==> config.mk <==
export PLATFORM = sky130hd
export DESIGN_NAME = pow_5_stream_ctrl
export DESIGN_NICKNAME = d
export VERILOG_FILES = /design/src/rtl/pow_5_pkg.sv /design/src/rtl/pow_5_operand_fifo.sv /design/src/rtl/pow_5_stream_ctrl.sv
export SDC_FILE = /design/constraint.sdc
export NUM_CORES = 1
export LEC_CHECK = 0
export CAP_MARGIN = 20
export CORE_ASPECT_RATIO = 0.7
export CORE_MARGIN = 2
export CORE_UTILIZATION = 47
export DETAILED_ROUTE_END_ITERATION = 10
export MAX_ROUTING_LAYER = met4
export PLACE_DENSITY = 0.75
export SYNTH_ARGS = -nofsm -noshare
export SYNTH_HDL_FRONTEND = slang
export SYNTH_SLANG_ARGS = --single-unit
export TNS_END_PERCENT = 100
==> constraint.sdc <==
create_clock -name clock -period 2.5 [get_ports clock]
set_input_delay 0.5 -clock clock [delete_from_list [all_inputs] [get_ports clock]]
set_output_delay 0.5 -clock clock [all_outputs]
set_load 0.005 [all_outputs]
==> src/rtl/pow_5_pkg.sv <==
// Shared types and constants for the x^5 stream front-end.
// Optional statistics port is enabled with POW5_STREAM_STATS_EN.
package pow_5_pkg;

    localparam int POW5_ENGINE_LATENCY = 5;
    localparam int POW5_DEFAULT_WIDTH  = 18;

    typedef enum logic [1:0] {
        IDLE  = 2'd0,
        ISSUE = 2'd1,
        WAIT  = 2'd2
    } pow5_state_e;

    // Watchdog counter width able to hold values 0..timeout.
    function automatic int pow5_wd_width(input int timeout);
        return $clog2(timeout + 1);
    endfunction

endpackage

==> src/rtl/pow_5_operand_fifo.sv <==
// Show-ahead operand FIFO with wrap-around pointers carrying an extra MSB
// to distinguish full from empty.
module pow_5_operand_fifo
    import pow_5_pkg::*;
#(
    parameter int WIDTH      = POW5_DEFAULT_WIDTH,
    parameter int FIFO_DEPTH = 4
) (
    input  logic             clock,
    input  logic             reset_n,
    input  logic             push_i,
    input  logic [WIDTH-1:0] wr_data_i,
    input  logic             pop_i,
    output logic [WIDTH-1:0] head_o,
    output logic             empty_o,
    output logic             full_o
);

    localparam int AW = $clog2(FIFO_DEPTH);

    logic [AW:0]      wr_ptr_q, wr_ptr_d;
    logic [AW:0]      rd_ptr_q, rd_ptr_d;
    logic [WIDTH-1:0] mem_q [FIFO_DEPTH];
    logic             do_push;
    logic             do_pop;

    assign empty_o = (wr_ptr_q == rd_ptr_q);
    assign full_o  = (wr_ptr_q[AW] != rd_ptr_q[AW]) &&
                     (wr_ptr_q[AW-1:0] == rd_ptr_q[AW-1:0]);

    assign do_push = push_i && !full_o;
    assign do_pop  = pop_i && !empty_o;

    assign wr_ptr_d = wr_ptr_q + (AW+1)'(do_push);
    assign rd_ptr_d = rd_ptr_q + (AW+1)'(do_pop);

    // Head is read combinationally so the consumer sees it without a bubble.
    assign head_o = mem_q[rd_ptr_q[AW-1:0]];

    always_ff @(posedge clock) begin
        if (do_push) begin
            mem_q[wr_ptr_q[AW-1:0]] <= wr_data_i;
        end
    end

    always_ff @(posedge clock or negedge reset_n) begin
        if (!reset_n) begin
            wr_ptr_q <= '0;
            rd_ptr_q <= '0;
        end else begin
            wr_ptr_q <= wr_ptr_d;
            rd_ptr_q <= rd_ptr_d;
        end
    end

endmodule

==> src/rtl/pow_5_stream_ctrl.sv <==
// Valid/ready front-end for the multi-cycle x^5 engine: one op in flight,
// watchdog abort, held result register. POW5_STREAM_STATS_EN adds op_count.
module pow_5_stream_ctrl
    import pow_5_pkg::*;
#(
    parameter int WIDTH      = POW5_DEFAULT_WIDTH,
    parameter int FIFO_DEPTH = 4,
    parameter int TIMEOUT    = 8
) (
    input  logic             clock,
    input  logic             reset_n,
    input  logic             in_valid,
    output logic             in_ready,
    input  logic [WIDTH-1:0] in_n,
    output logic             out_valid,
    input  logic             out_ready,
    output logic [WIDTH-1:0] out_data,
    output logic             eng_run,
    output logic [WIDTH-1:0] eng_n,
    input  logic             eng_ready,
    input  logic [WIDTH-1:0] eng_result,
    output logic             err_timeout
`ifdef POW5_STREAM_STATS_EN
    ,
    output logic [15:0]      op_count
`endif
);

    // A watchdog shorter than the engine would abort every operation.
    localparam int EFF_TIMEOUT = (TIMEOUT > POW5_ENGINE_LATENCY) ? TIMEOUT
                                                                 : POW5_ENGINE_LATENCY + 1;
    localparam int WD_W = pow5_wd_width(EFF_TIMEOUT);
    localparam logic [WD_W-1:0] WD_LAST = WD_W'(EFF_TIMEOUT - 1);

    pow5_state_e      state_q;
    logic             eng_run_q;
    logic [WIDTH-1:0] eng_n_q;
    logic             out_valid_q;
    logic [WIDTH-1:0] out_data_q;
    logic [WD_W-1:0]  wd_q;
    logic             err_q;

    logic             fifo_push;
    logic             fifo_pop;
    logic             fifo_empty;
    logic             fifo_full;
    logic [WIDTH-1:0] fifo_head;

    assign in_ready  = !fifo_full;
    assign fifo_push = in_valid && !fifo_full;
    // Issue only with the output register free, so an engine result always has a home.
    assign fifo_pop  = (state_q == IDLE) && !fifo_empty && !out_valid_q;

    pow_5_operand_fifo #(
        .WIDTH      (WIDTH),
        .FIFO_DEPTH (FIFO_DEPTH)
    ) u_fifo (
        .clock     (clock),
        .reset_n   (reset_n),
        .push_i    (fifo_push),
        .wr_data_i (in_n),
        .pop_i     (fifo_pop),
        .head_o    (fifo_head),
        .empty_o   (fifo_empty),
        .full_o    (fifo_full)
    );

    always_ff @(posedge clock or negedge reset_n) begin
        if (!reset_n) begin
            state_q     <= IDLE;
            eng_run_q   <= 1'b0;
            eng_n_q     <= '0;
            out_valid_q <= 1'b0;
            out_data_q  <= '0;
            wd_q        <= '0;
            err_q       <= 1'b0;
        end else begin
            if (out_valid_q && out_ready) begin
                out_valid_q <= 1'b0;
            end
            case (state_q)
                IDLE: begin
                    if (fifo_pop) begin
                        eng_n_q   <= fifo_head;
                        eng_run_q <= 1'b1;
                        state_q   <= ISSUE;
                    end
                end
                ISSUE: begin
                    eng_run_q <= 1'b0;
                    wd_q      <= '0;
                    state_q   <= WAIT;
                end
                WAIT: begin
                    if (eng_ready) begin
                        out_data_q  <= eng_result;
                        out_valid_q <= 1'b1;
                        state_q     <= IDLE;
                    end else if (wd_q == WD_LAST) begin
                        err_q   <= 1'b1;
                        state_q <= IDLE;
                    end else begin
                        wd_q <= wd_q + 1'b1;
                    end
                end
                default: begin
                    eng_run_q <= 1'b0;
                    state_q   <= IDLE;
                end
            endcase
        end
    end

    assign eng_run     = eng_run_q;
    assign eng_n       = eng_n_q;
    assign out_valid   = out_valid_q;
    assign out_data    = out_data_q;
    assign err_timeout = err_q;

`ifdef POW5_STREAM_STATS_EN
    logic [15:0] op_count_q;

    always_ff @(posedge clock or negedge reset_n) begin
        if (!reset_n) begin
            op_count_q <= '0;
        end else if (out_valid_q && out_ready && (op_count_q != 16'hFFFF)) begin
            op_count_q <= op_count_q + 16'd1;
        end
    end

    assign op_count = op_count_q;
`endif

endmodule

---- After elaboration in Yosys (flattened, before gate mapping) ----
Memories as Yosys holds them, arrays and structs flattened. A register that Yosys moved wholly into a read port is not among the register bits.
Index checks and enable logic that the tools add are counted.
Widths: inputs -> output; s select.
cells by class
  muxes and demuxes ....................... 14
  bitwise operators ....................... 2
  equal/unequal tests ..................... 10
  add/sub/neg operators ................... 3
  reductions and logical operators ........ 19
operators with widths
  kind                 number
  $mux 4               2
  $pmux 4 s2           1
  $reduce_and 2->1     4
  $logic_and 1x1->1    7
  $add 3x1->3          2
  $mux 1               6
  $mux 2               3
  $pmux 2 s3           1
  $reduce_and 3->1     2
  $add 4x1->4 const B  1
  $eq 4x3->1 const B   1
  $logic_not 1->1      4
  $ne 2x2->1 const B   2
  $eq 3x3->1           1
  $ne 3x3->1 const B   1
  $eq 2x1->1 const B   1
  $eq 2x2->1           1
  $eq 2x2->1 const B   1
  $logic_not 2->1      1
  $ne 2x1->1 const B   1
  $not 1->1            2
  $pmux 1 s2           1
  $reduce_bool 2->1    1
  $ne 1x1->1           1
word-level totals
  flip-flop bits (word level) ............. 33
  input port bits ......................... 41
  word-level logic and storage cells ...... 57
  RAM bits ................................ 72
  memories ................................ 1
memories
  memory        depth  bits a word  rd ports  clocked after Yosys merged registers in  wr ports  RTL line                  source
  u_fifo.mem_q  4      18           1         1                                        1         pow_5_operand_fifo.sv:23  logic [WIDTH-1:0] mem_q [FIFO_DEPTH];

---- Logic depth before layout (Yosys ltp) ----
Gate-level depths: netlist (run 1).
  depth after elaboration ................. 7
  gate-level depth with buffers ........... 7

---- Hierarchy ----
From an unflattened synthesis (run 1), not the netlist that was laid out.
second synthesis, totals
  cells, all modules ...................... 242
  area total of the unflattened synthesis .. 4775.8 um^2
by module, submodules not included
  module              area each (um^2)  times used  cells each  sequential area each (um^2)
  pow_5_operand_fifo  3010.4            1           125         2312.2
  pow_5_stream_ctrl   1765.4            1           117         1126.1

---- Least setup slack after synthesis (run 1) ----
OpenSTA, ideal clock, no wires.
  path type ............................... register to register
  start ................................... reg u_fifo.rd_ptr_q[0]
  end ..................................... mem u_fifo.mem_q[2][0] (netlist bit), enable pin
  stages on the path, launching flop included .. 5
  required time ........................... 2.080 ns
  slack ................................... -0.248 ns
  library setup time ...................... 0.420 ns
  data arrival time ....................... 2.328 ns
  clock period less this slack ............ 2.748 ns
  path through ............................ dfrtp_1 -> buf_6 -> xor2_1 -> o31ai_1 -> nor3b_1
on the way
  cells in the longest elaborated chain, start to end .. 7
ends and longest elaborated chain
  what                            RTL line                                           source
  start: declaration              pow_5_operand_fifo.sv:22                           logic [AW:0] rd_ptr_q, rd_ptr_d;
  start signal: assignment        pow_5_operand_fifo.sv:52                           rd_ptr_q <= rd_ptr_d;
  $eq 2x2->1 *                    pow_5_operand_fifo.sv:29                           (wr_ptr_q[AW-1:0] == rd_ptr_q[AW-1:0]);
  $logic_and 1x1->1 *             pow_5_operand_fifo.sv:28                           assign full_o = (wr_ptr_q[AW] != rd_ptr_q[AW]) &&
  $logic_not 1->1 *               pow_5_operand_fifo.sv:31, pow_5_stream_ctrl.sv:50
  $logic_and 1x1->1               pow_5_stream_ctrl.sv:50                            assign fifo_push = in_valid && !fifo_full;
  $logic_and 1x1->1 *             pow_5_operand_fifo.sv:31                           assign do_push = push_i && !full_o;
  $mux 1 *                        pow_5_operand_fifo.sv:41                           if (do_push) begin
  $mux 1 (implied by the code) *  pow_5_operand_fifo.sv:42                           mem_q[wr_ptr_q[AW-1:0]] <= wr_data_i;
  end: declaration                pow_5_operand_fifo.sv:23
Mark *: on every way between the ends. The rest lies on a longest branch, timed or not.

---- Final worst setup path (run 1) ----
  start ................................... reg u_fifo.wr_ptr_q[1]
  end ..................................... out in_ready
on the way
  cells in the longest elaborated chain, start to end .. 3
ends and longest elaborated chain
  what                      RTL line                  source
  start: declaration        pow_5_operand_fifo.sv:21  logic [AW:0] wr_ptr_q, wr_ptr_d;
  start signal: assignment  pow_5_operand_fifo.sv:51  wr_ptr_q <= wr_ptr_d;
  $eq 2x2->1                pow_5_operand_fifo.sv:29
  $logic_and 1x1->1         pow_5_operand_fifo.sv:28
  $logic_not 1->1           pow_5_stream_ctrl.sv:49   assign in_ready = !fifo_full;
  end: declaration          pow_5_stream_ctrl.sv:13   output logic in_ready,
Every way passes these cells.

==> results of run 1 <==
power groups by stage:
stage | clock network (mW) | logic [mW] | registers, mW
2_1_floorplan | 0 | 1.72 | 3.19
3_3_place_gp | 0 | 2.84 | 3.18
3_5_place_dp | 0 | 2.88 | 3.21
4_1_cts | 2.41 | 2.91 | 3.18
5_1_grt | 2.51 | 3.09 | 3.25
6_report | 2.36 | 2.84 | 3.18
kinds of logic (layout without fill, tap and decap cells):
logic type	after synthesis	count (layout)	synth area share, %
xor+xnor	6	6	1.11
buf+inv	13	130	1.78
flops	123	123	72.8
compound gates	13	13	1.96
fa+ha+maj	5	5	1.33
simple gates	15	15	2.17
mux	55	55	18.8
registers in the layout (all words and copies together) (netlist names):
name             flops
err_timeout          1
wd_q                 4
u_fifo.mem_q        72
u_fifo.rd_ptr_q      3
u_fifo.wr_ptr_q      3
state_q              2
eng_n               18
out_valid            1
out_data            18
eng_run              1
synthesized netlist by cell type, types with 2 or more instances:
cell      number
nor3_1         2
nor3b_1        2
mux2_4        18
inv_1          6
o31a_1         2
mux2_2        18
dfrtp_1       51
mux4_2        18
xor2_1         5
o21ai_0        3
ha_1           5
edfxtp_1      72
buf_6          4
final cells by class:
cell class	instances	share of cell area, %
repair buffers	92	14.2
inverters	6	0.357
clock inverters	11	2.00
multi-input cells	94	19.2
well taps	128	2.54
flip-flops and latches	123	54.5
clock buffers	21	7.14
worst register-to-register path, stage by stage (launching register included):
cell,delay [ps]
dfrtp_1,450
xor2_1,200
o31ai_1,620
inv_1,140
and3_1,320
buf_12,200
worst min path at each step:
stage                  endpoint  cells after the start  slack, ps
floorplan              eng_n[0]                      0        200
detailed placement  err_timeout                      1        470
finish                 eng_n[0]                      2        220
CTS                    eng_n[0]                      2        250
global placement    err_timeout                      1        460
global route           eng_n[0]                      2        280
metal layers:
| layer | part of all wire (%) | track usage [%] | vias up |
|---|---|---|---|
| met2 | 48 | 25.0 | 67 |
| met3 | 5.3 | 5.53 | 2 |
| li1 | - | - | 1116 |
| met5 | 0 | - | - |
| met4 | 0.28 | 6.20 | 0 |
| met1 | 47 | 25.7 | 1233 |
per-stage QoR:
step | area (µm²) | hold WS, ps | setup slack [ps] | util [%]
after floorplan | 4720 | 204 | -248 | -
after global placement | 5730 | 457 | 410 | 59.0
after detailed placement | 5730 | 468 | 304 | 59.0
after CTS | 6310 | 247 | 103 | 64.9
after global routing | 6310 | 281 | 32.5 | 64.9
final | 6310 | 224 | 122 | 64.9
placed cells by master, fill, tap and decap left out, types with 2 or more instances in the layout:
master            n
edfxtp_1         72
clkbuf_1          3
mux4_2           18
inv_1             6
dfrtp_1          51
o21ai_0           3
mux2_4           18
clkinv_1          3
xor2_1            5
mux2_2           18
clkinv_2          5
nor3b_2           2
bufinv_16         3
clkbuf_16        17
buf_4            11
o31a_1            2
ha_1              5
clkdlybuf4s50_1  79
==> results.toml, run 1 <==
[outcome]
status = "completed"

[detailed_routing]
wl_um = 8440
drc_errors = 0
vias_per_cell = 5.09
drt_iter0_drc = 152
avgRoutedWirePerCell_um = 17.8
first_pass_iters = 6
routed-via-count = 2418
drtAntennaViolNets = 0

[grt]
grt_pass1_vias = 2565
grt_usage_pct = 18.1
overflow = 0
grt_max_degree = 52
grt_pass1_wl_um = 13700
antenna_found_initial = 0

[pwr]
vdd_ir_drop_max_v = 0.000627
swShare_pct = 26.1
total_power_mw = 8.38
pwr-share-comb_pct = 33.9
p_int_mw = 6.20
p_seq_share_pct = 37.9
clockPowerShare_pct = 28.1
p_leak_nw = 2.42
powerDensity_nw_per_um2 = 1330
power.switching_mw = 2.18

[die]
die_area_um2 = 10900
initial_core_util_pct = 48.6
die_x_um = 124
io_pins = 81
rows = 30
die_h_um = 87.9
coreArea_um2 = 9720

[synth]
synth-seq-cells = 123
synth_top_area_share_pct = 45.8
yosys_most_used_dff = "edfxtp_1"
syn_area_um2 = 4720
synth_nets = 276
synth_warnings = 0
synth-seq-area-share_pct = 72.8
async_flop_share_pct = 41.5
synth.area.top_cells = "edfxtp_1 (46%), dfrtp_1 (27%), mux4_2 (8.6%), mux2_4 (5.7%), mux2_2 (4.3%)"
syn_area_per_cell_um2 = 20.5
synth_edf_count = 72
synth_cell_type_count = 37
synth_largest_area_cell = "edfxtp_1"
synth_cells = 230

[setup_path]
critPathTopFamily = "buffers and inverters"
max_stage_delay_ps = 460
path_max_fanout = 6
r2r_end = "u_fifo.mem_q[3][13]"
crit_path_cell_trace = "xor2_1 > or3_1 > clkdlybuf4s50_1"
worstSetupPathType = "reg -> out"
crit_path_end = "in_ready"
worstPathRequired_ps = 2000
reg2reg_slack_ps = 330
r2r_cells = 5
crit_path_end_kind = "primary output"
cp_num_buf_inv = 1
timing.rr.start = "u_fifo.wr_ptr_q[1]"
cp.depth = 3
start_kind = "flip-flop"
crit_start = "u_fifo.wr_ptr_q[1]"
crit_path_top_delay_cell = "clkdlybuf4s50_1"
critPathArrivalTime_ps = 1880

[cells_and_area]
nFillCells = 674
multi_input_area_um2 = 1210
area_growth_pct = 33.7
stdcell_count = 475
drive_gt1_share_pct = 28.5
nNetsFinal = 380
antenna_cells = 0
seq_area_um2 = 3440

[clock_network]
cts_buffers = 17
clock_latency_ps = 400
cts_buffer_depth = 2
post-cts-setup-buffers = 0
path_clk_slew_ps = 50
hold_buffers = 0
cts.sinks = 123
h-tree-depth = 4
cts_resized = 0
tritoncts = "built"
root_buffer = "clkbuf_16"

[sta]
finClkSkew_ps = 9.05
finalSetupViolCount = 0
tightestPinTransition_ps = 673
maxSlewViolCount = 0
fin_setup_tns_ps = 0
rsz0062_at_grt = "false"
fin_crit_sh_pct = 95.1
relSlewSlack_pct = 54.8
fmax_ghz = 0.420
hold_viol = 0
min_period_ps = 2380

[placement]
gp_congestion = 0.702
placed_cells = 443
hpwl_um = 5560
port_buffers = 80

[run]
cap_violations = 0

[worst_hold_path]
hp-class = "in -> async"
No activity file was read; power rests on OpenSTA's default activity.
==> run 2: changes to the inputs <==
- SYNTH_HIERARCHICAL: unset -> 1
==> results.toml, run 2 <==
[cells_and_area]
seq_area_um2 = 3440
antenna_cells = 0
stdcell_count = 486
final_cell_mix = "clkdlybuf4s50_1 (79), edfxtp_1 (72), dfrtp_1 (51)"
area_growth_pct = 35.9
nFillCells = 665
multi_input_area_um2 = 1260
drive_gt1_share_pct = 28.8
largest_register_ffs = 72
final_common_cell = "clkdlybuf4s50_1"
nNetsFinal = 391

[sta]
min_period_ps = 2360
fin_crit_sh_pct = 94.3
finClkSkew_ps = 5.05
tightestPinTransition_ps = 658
maxSlewViolCount = 0
finalSetupViolCount = 0
fin_setup_tns_ps = 0
hold_viol = 0
relSlewSlack_pct = 56.1
fmax_ghz = 0.424
rsz0062_at_grt = "false"

[die]
die_x_um = 124
coreArea_um2 = 9800
initial_core_util_pct = 48.7
io_pins = 81
rows = 30
die_h_um = 88.3
die_area_um2 = 11000

[setup_path]
worstPathRequired_ps = 2000
max_stage_delay_ps = 470
crit_path_end_kind = "primary output"
critPathArrivalTime_ps = 1860
timing.rr.start = "u_fifo/rd_ptr_q[2]"
worstSetupPathType = "reg -> out"
r2r_end = "eng_n[16]"
crit_path_cell_trace = "xor2_1 > nor3_1 > inv_1 > clkdlybuf4s50_1"
r2r_cells = 5
path_max_fanout = 7
reg2reg_slack_ps = 280
start_kind = "flip-flop"
crit_path_top_delay_cell = "dfrtp_1"

[synth]
synth_top_area_share_pct = 45.3
synth_warnings = 6
ys_top_cells_by_count = "edfxtp_1 (72), dfrtp_1 (51), mux2_2 (35)"
synth_cell_type_count = 42
synth-seq-area-share_pct = 72.0
yosys_most_used_dff = "edfxtp_1"
synth_largest_area_cell = "edfxtp_1"
synth_nets = 288
async_flop_share_pct = 41.5
synth-seq-cells = 123
syn_area_um2 = 4780
synth_edf_count = 72
synth_most_common_cell = "edfxtp_1"
syn_area_per_cell_um2 = 19.7
synth.area.top_cells = "edfxtp_1 (45%), dfrtp_1 (27%), mux4_2 (8.5%), mux2_2 (8.3%), ha_1 (1.3%)"
synth_cells = 242

[detailed_routing]
wl_um = 9230
drt_iter0_drc = 185
vias_per_cell = 5.26
drc_errors = 0
drtAntennaViolNets = 0
routed-via-count = 2556
first_pass_iters = 6
avgRoutedWirePerCell_um = 19.0

[clock_network]
clock_latency_ps = 410
cts.sinks = 123
cts_buffers = 17
cts_resized = 0
root_buffer = "clkbuf_16"
h-tree-depth = 4
tritoncts = "built"
path_clk_slew_ps = 50
hold_buffers = 0
post-cts-setup-buffers = 0
cts_buffer_depth = 2

[grt]
grt_pass1_wl_um = 14600
antenna_found_initial = 0
grt_util_met3_pct = 7.13
grt_usage_pct = 19.0
grt_max_degree = 28
overflow = 0
grt.busiest_layer = "met2"
grt_pass1_vias = 2748
grtUsageMet1_pct = 23.9
grt_use_met2_pct = 28.9

[pwr]
power.switching_mw = 2.43
powerDensity_nw_per_um2 = 1390
pwr-share-comb_pct = 32.5
p_seq_share_pct = 36.1
clockPowerShare_pct = 31.4
p_leak_nw = 2.43
swShare_pct = 26.9
p_int_mw = 6.60
vdd_ir_drop_max_v = 0.000700

[placement]
hpwl_um = 5820
placed_cells = 454
port_buffers = 80
gp_congestion = 0.732

[worst_hold_path]
hp-class = "in -> async"

[run]
cap_violations = 0

[outcome]
status = "completed"
run 2: changes by cell type in the layout (fill, tap and decap cells not counted), moves of 2 or more:
| cell | change |
|---|---|
| mux2_4 | -18 |
| mux2_2 | +17 |
| bufinv_16 | +4 |
| clkinv_1 | -3 |
| clkinv_2 | -3 |
| clkinvlp_4 | +3 |
| a31oi_2 | +2 |
| buf_12 | +2 |
| buf_4 | -2 |
| nand2_1 | +2 |
| nor2b_1 | +2 |
| nor3b_2 | -2 |
run 2: worst max path at each step:
stage	start	to	depth (start not counted)
after floorplan	u_fifo/rd_ptr_q[0]	u_fifo/mem_q[2][0]	6
after global placement	in_valid	u_fifo/mem_q[2][1]	5
after detailed placement	in_valid	u_fifo/mem_q[2][3]	5
after CTS	u_fifo/wr_ptr_q[1]	in_ready	4
after global routing	u_fifo/wr_ptr_q[1]	in_ready	4
final	u_fifo/wr_ptr_q[1]	in_ready	4
run 2: worst max-delay path: cells and delay by family, from the launching register on:
family        cells  cell delay [ps]
flops             1              470
buf+inv           2              540
xor+xnor          1              190
simple gates      1              250
run 2: logic make-up after synthesis:
family,synth area share (%)
AO/OA/AOI/OAI,2.49
adder cells (fa/ha/maj),1.31
buffers and inverters,2.23
AND/OR/NAND/NOR,2.78
multiplexers,17.2
flip-flops,72.0
XOR/XNOR,2.02
run 2: power groups by stage:
stage / clock network [mW] / logic (mW) / registers (mW)
after floorplan: 0 / 1.76 / 3.23
after global placement: 0 / 2.87 / 3.25
after detailed placement: 0 / 2.96 / 3.29
after CTS: 2.88 / 3.00 / 3.27
after global routing: 2.99 / 3.19 / 3.34
final: 2.84 / 2.94 / 3.26
run 2: cell type report:
| cell class | count | share of cell area (%) |
|---|---|---|
| sequential | 123 | 53.0 |
| clock inverter | 12 | 3.74 |
| multi-input combinational | 106 | 19.4 |
| inverter | 5 | 0.289 |
| clock buffer | 20 | 6.88 |
| timing repair buffer | 92 | 14.2 |
| tap | 128 | 2.47 |
run 2: metrics by stage:
stage	total power [mW]	hold slack (ps)	area, µm²	setup WS [ps]	util [%]
floorplan	4.99	204	4800	224	-
global placement	6.12	446	5800	308	59.2
detailed placement	6.25	459	5800	234	59.2
CTS	9.15	130	6490	128	66.3
global route	9.53	165	6490	65.3	66.3
finish	9.03	127	6490	142	66.3
run 2: routing by layer:
metal / wire [µm] / vias to the layer above / share of wire [%]
met5: 0 / - / 0
met3: 485 / 8 / 5.3
met1: 4160 / 1318 / 45
li1: - / 1154 / -
met4: 91 / 0 / 0.99
met2: 4490 / 76 / 49
==> run 3: changes to the inputs <==
- CORE_ASPECT_RATIO: 0.7 -> 2
==> results.toml, run 3 (synthesis gave the netlist of run 2 again) <==
[sta]
fmax_ghz = 0.424
hold_viol = 0
finalSetupViolCount = 0
relSlewSlack_pct = 64.0
min_period_ps = 2360
fin_crit_sh_pct = 94.4
maxSlewViolCount = 0
rsz0062_at_grt = "false"
fin_setup_tns_ps = 0
worst_slack_ps = 139
finClkSkew_ps = 7.37
tightestPinTransition_ps = 540

[cells_and_area]
nNetsFinal = 390
largest_register_ffs = 72
drive_gt1_share_pct = 29.4
area_growth_pct = 33.5
antenna_cells = 0
final_cell_mix = "clkdlybuf4s50_1 (79), edfxtp_1 (72), dfrtp_1 (50)"
final_common_cell = "clkdlybuf4s50_1"

[grt]
antenna_found_initial = 0
grt_pass1_wl_um = 14200
grt_max_degree = 29
grt_usage_pct = 18.6
grt.busiest_layer = "met2"
grtUsageMet1_pct = 19.1
overflow = 0
grt_pass1_vias = 2813
grt_use_met2_pct = 31.4
grt_util_met3_pct = 5.52

[setup_path]
worstPathRequired_ps = 2000
critPathArrivalTime_ps = 1860
r2r_end = "u_fifo/mem_q[2][0]"
crit_path_end_kind = "primary output"
worstSetupPathType = "reg -> out"
r2r_cells = 6
timing.rr.start = "u_fifo/wr_ptr_q[1]"
reg2reg_slack_ps = 470
crit_path_cell_trace = "xor2_2 > nor3_2 > inv_1 > clkdlybuf4s50_1"
max_stage_delay_ps = 500
start_kind = "flip-flop"
crit_path_top_delay_cell = "clkdlybuf4s50_1"
path_max_fanout = 7

[die]
initial_core_util_pct = 47.7
die_h_um = 147
rows = 52
die_area_um2 = 11000
io_pins = 81
die_x_um = 75.3
coreArea_um2 = 10000

[clock_network]
tritoncts = "built"
h-tree-depth = 4
post-cts-setup-buffers = 0
path_clk_slew_ps = 50
cts_buffer_depth = 2
cts.sinks = 123
clock_latency_ps = 410
root_buffer = "clkbuf_16"
hold_buffers = 0
cts_buffers = 17

[pwr]
swShare_pct = 28.2
p_seq_share_pct = 38.5
p_int_mw = 6.07
total_power_mw = 8.46
clockPowerShare_pct = 26.7
powerDensity_nw_per_um2 = 1330
vdd_ir_drop_max_v = 0.000764
power.switching_mw = 2.39
pwr-share-comb_pct = 34.8
p_leak_nw = 2.37

[run]
cap_violations = 0

[placement]
pre_cts_ws_ps = 372
hpwl_um = 6000
port_buffers = 80
gp_congestion = 0.846

[detailed_routing]
avgRoutedWirePerCell_um = 17.8
vias_per_cell = 5.19
drc_errors = 0
first_pass_iters = 4
routed-via-count = 2554
drt_iter0_drc = 100
wl_um = 8740
drtAntennaViolNets = 0

[outcome]
status = "completed"

[worst_hold_path]
hp-class = "in -> async"
==> run 3: cell types whose count changed in the layout (fill, tap and decap cells not counted), sizes merged <==
cell and change:
clkinv +7, clkbuf -2, bufinv -5, buf -1
==> run 3: worst max-delay path, delay by kind of cell, from the launching register on <==
kind                      cells  cell delay [ps]
buffers and inverters         2              580
DFF                           1              490
xor gates and xnor gates      1              300
and+or+nand+nor               1               90
==> run 3: worst max-delay path by stage <==
stage | cells after the start | endpoint | slack (ps) | from
after floorplan | 6 | u_fifo/mem_q[2][0] | 220 | u_fifo/rd_ptr_q[0]
after CTS | 4 | in_ready | 30 | u_fifo/wr_ptr_q[0]
final | 4 | in_ready | 140 | u_fifo/wr_ptr_q[1]
after global placement | 6 | u_fifo/mem_q[3][16] | 410 | in_valid
after global routing | 4 | in_ready | 20 | u_fifo/wr_ptr_q[1]
after detailed placement | 6 | u_fifo/mem_q[1][16] | 370 | in_valid
==> run 3: what timing repair did <==
action | CTS | global route
hold endpoints to repair | 0 | 0
gates resized for setup | 0 | 3
setup endpoints to repair | 0 | 1
==> run 3: stage by stage <==
stage	util (%)	area [µm²]	instances	hold slack (ps)
6_report	63.6	6380	492	72.9
5_1_grt	63.6	6380	492	106
4_1_cts	63.5	6360	492	70.7
3_5_place_dp	57.9	5800	460	447
3_3_place_gp	57.9	5800	460	445
2_1_floorplan	-	4800	242	204
==> run 3: power by group through the flow <==
stage                     clock, mW  combinational [mW]  sequential (mW)
final                          2.26                2.94             3.26
after floorplan                   0                1.76             3.23
after detailed placement          0                2.97             3.29
after CTS                      2.30                2.99             3.26
after global placement            0                2.87             3.25
after global routing           2.40                3.21             3.34
==> run 3: area by class of cell <==
cell class	instances	area [µm²]
fill	746	3640
sequential	123	3440
multi-input combinational	106	1270
timing repair buffer	91	916
clock buffer	18	429
tap	135	169
clock inverter	14	130
inverter	5	18.8
==> run 3: per-layer routing <==
metal	wire (µm)	up-vias
li1	-	1158
met1	3060	1305
met2	5100	76
met3	372	15
met4	201	0
met5	0	-
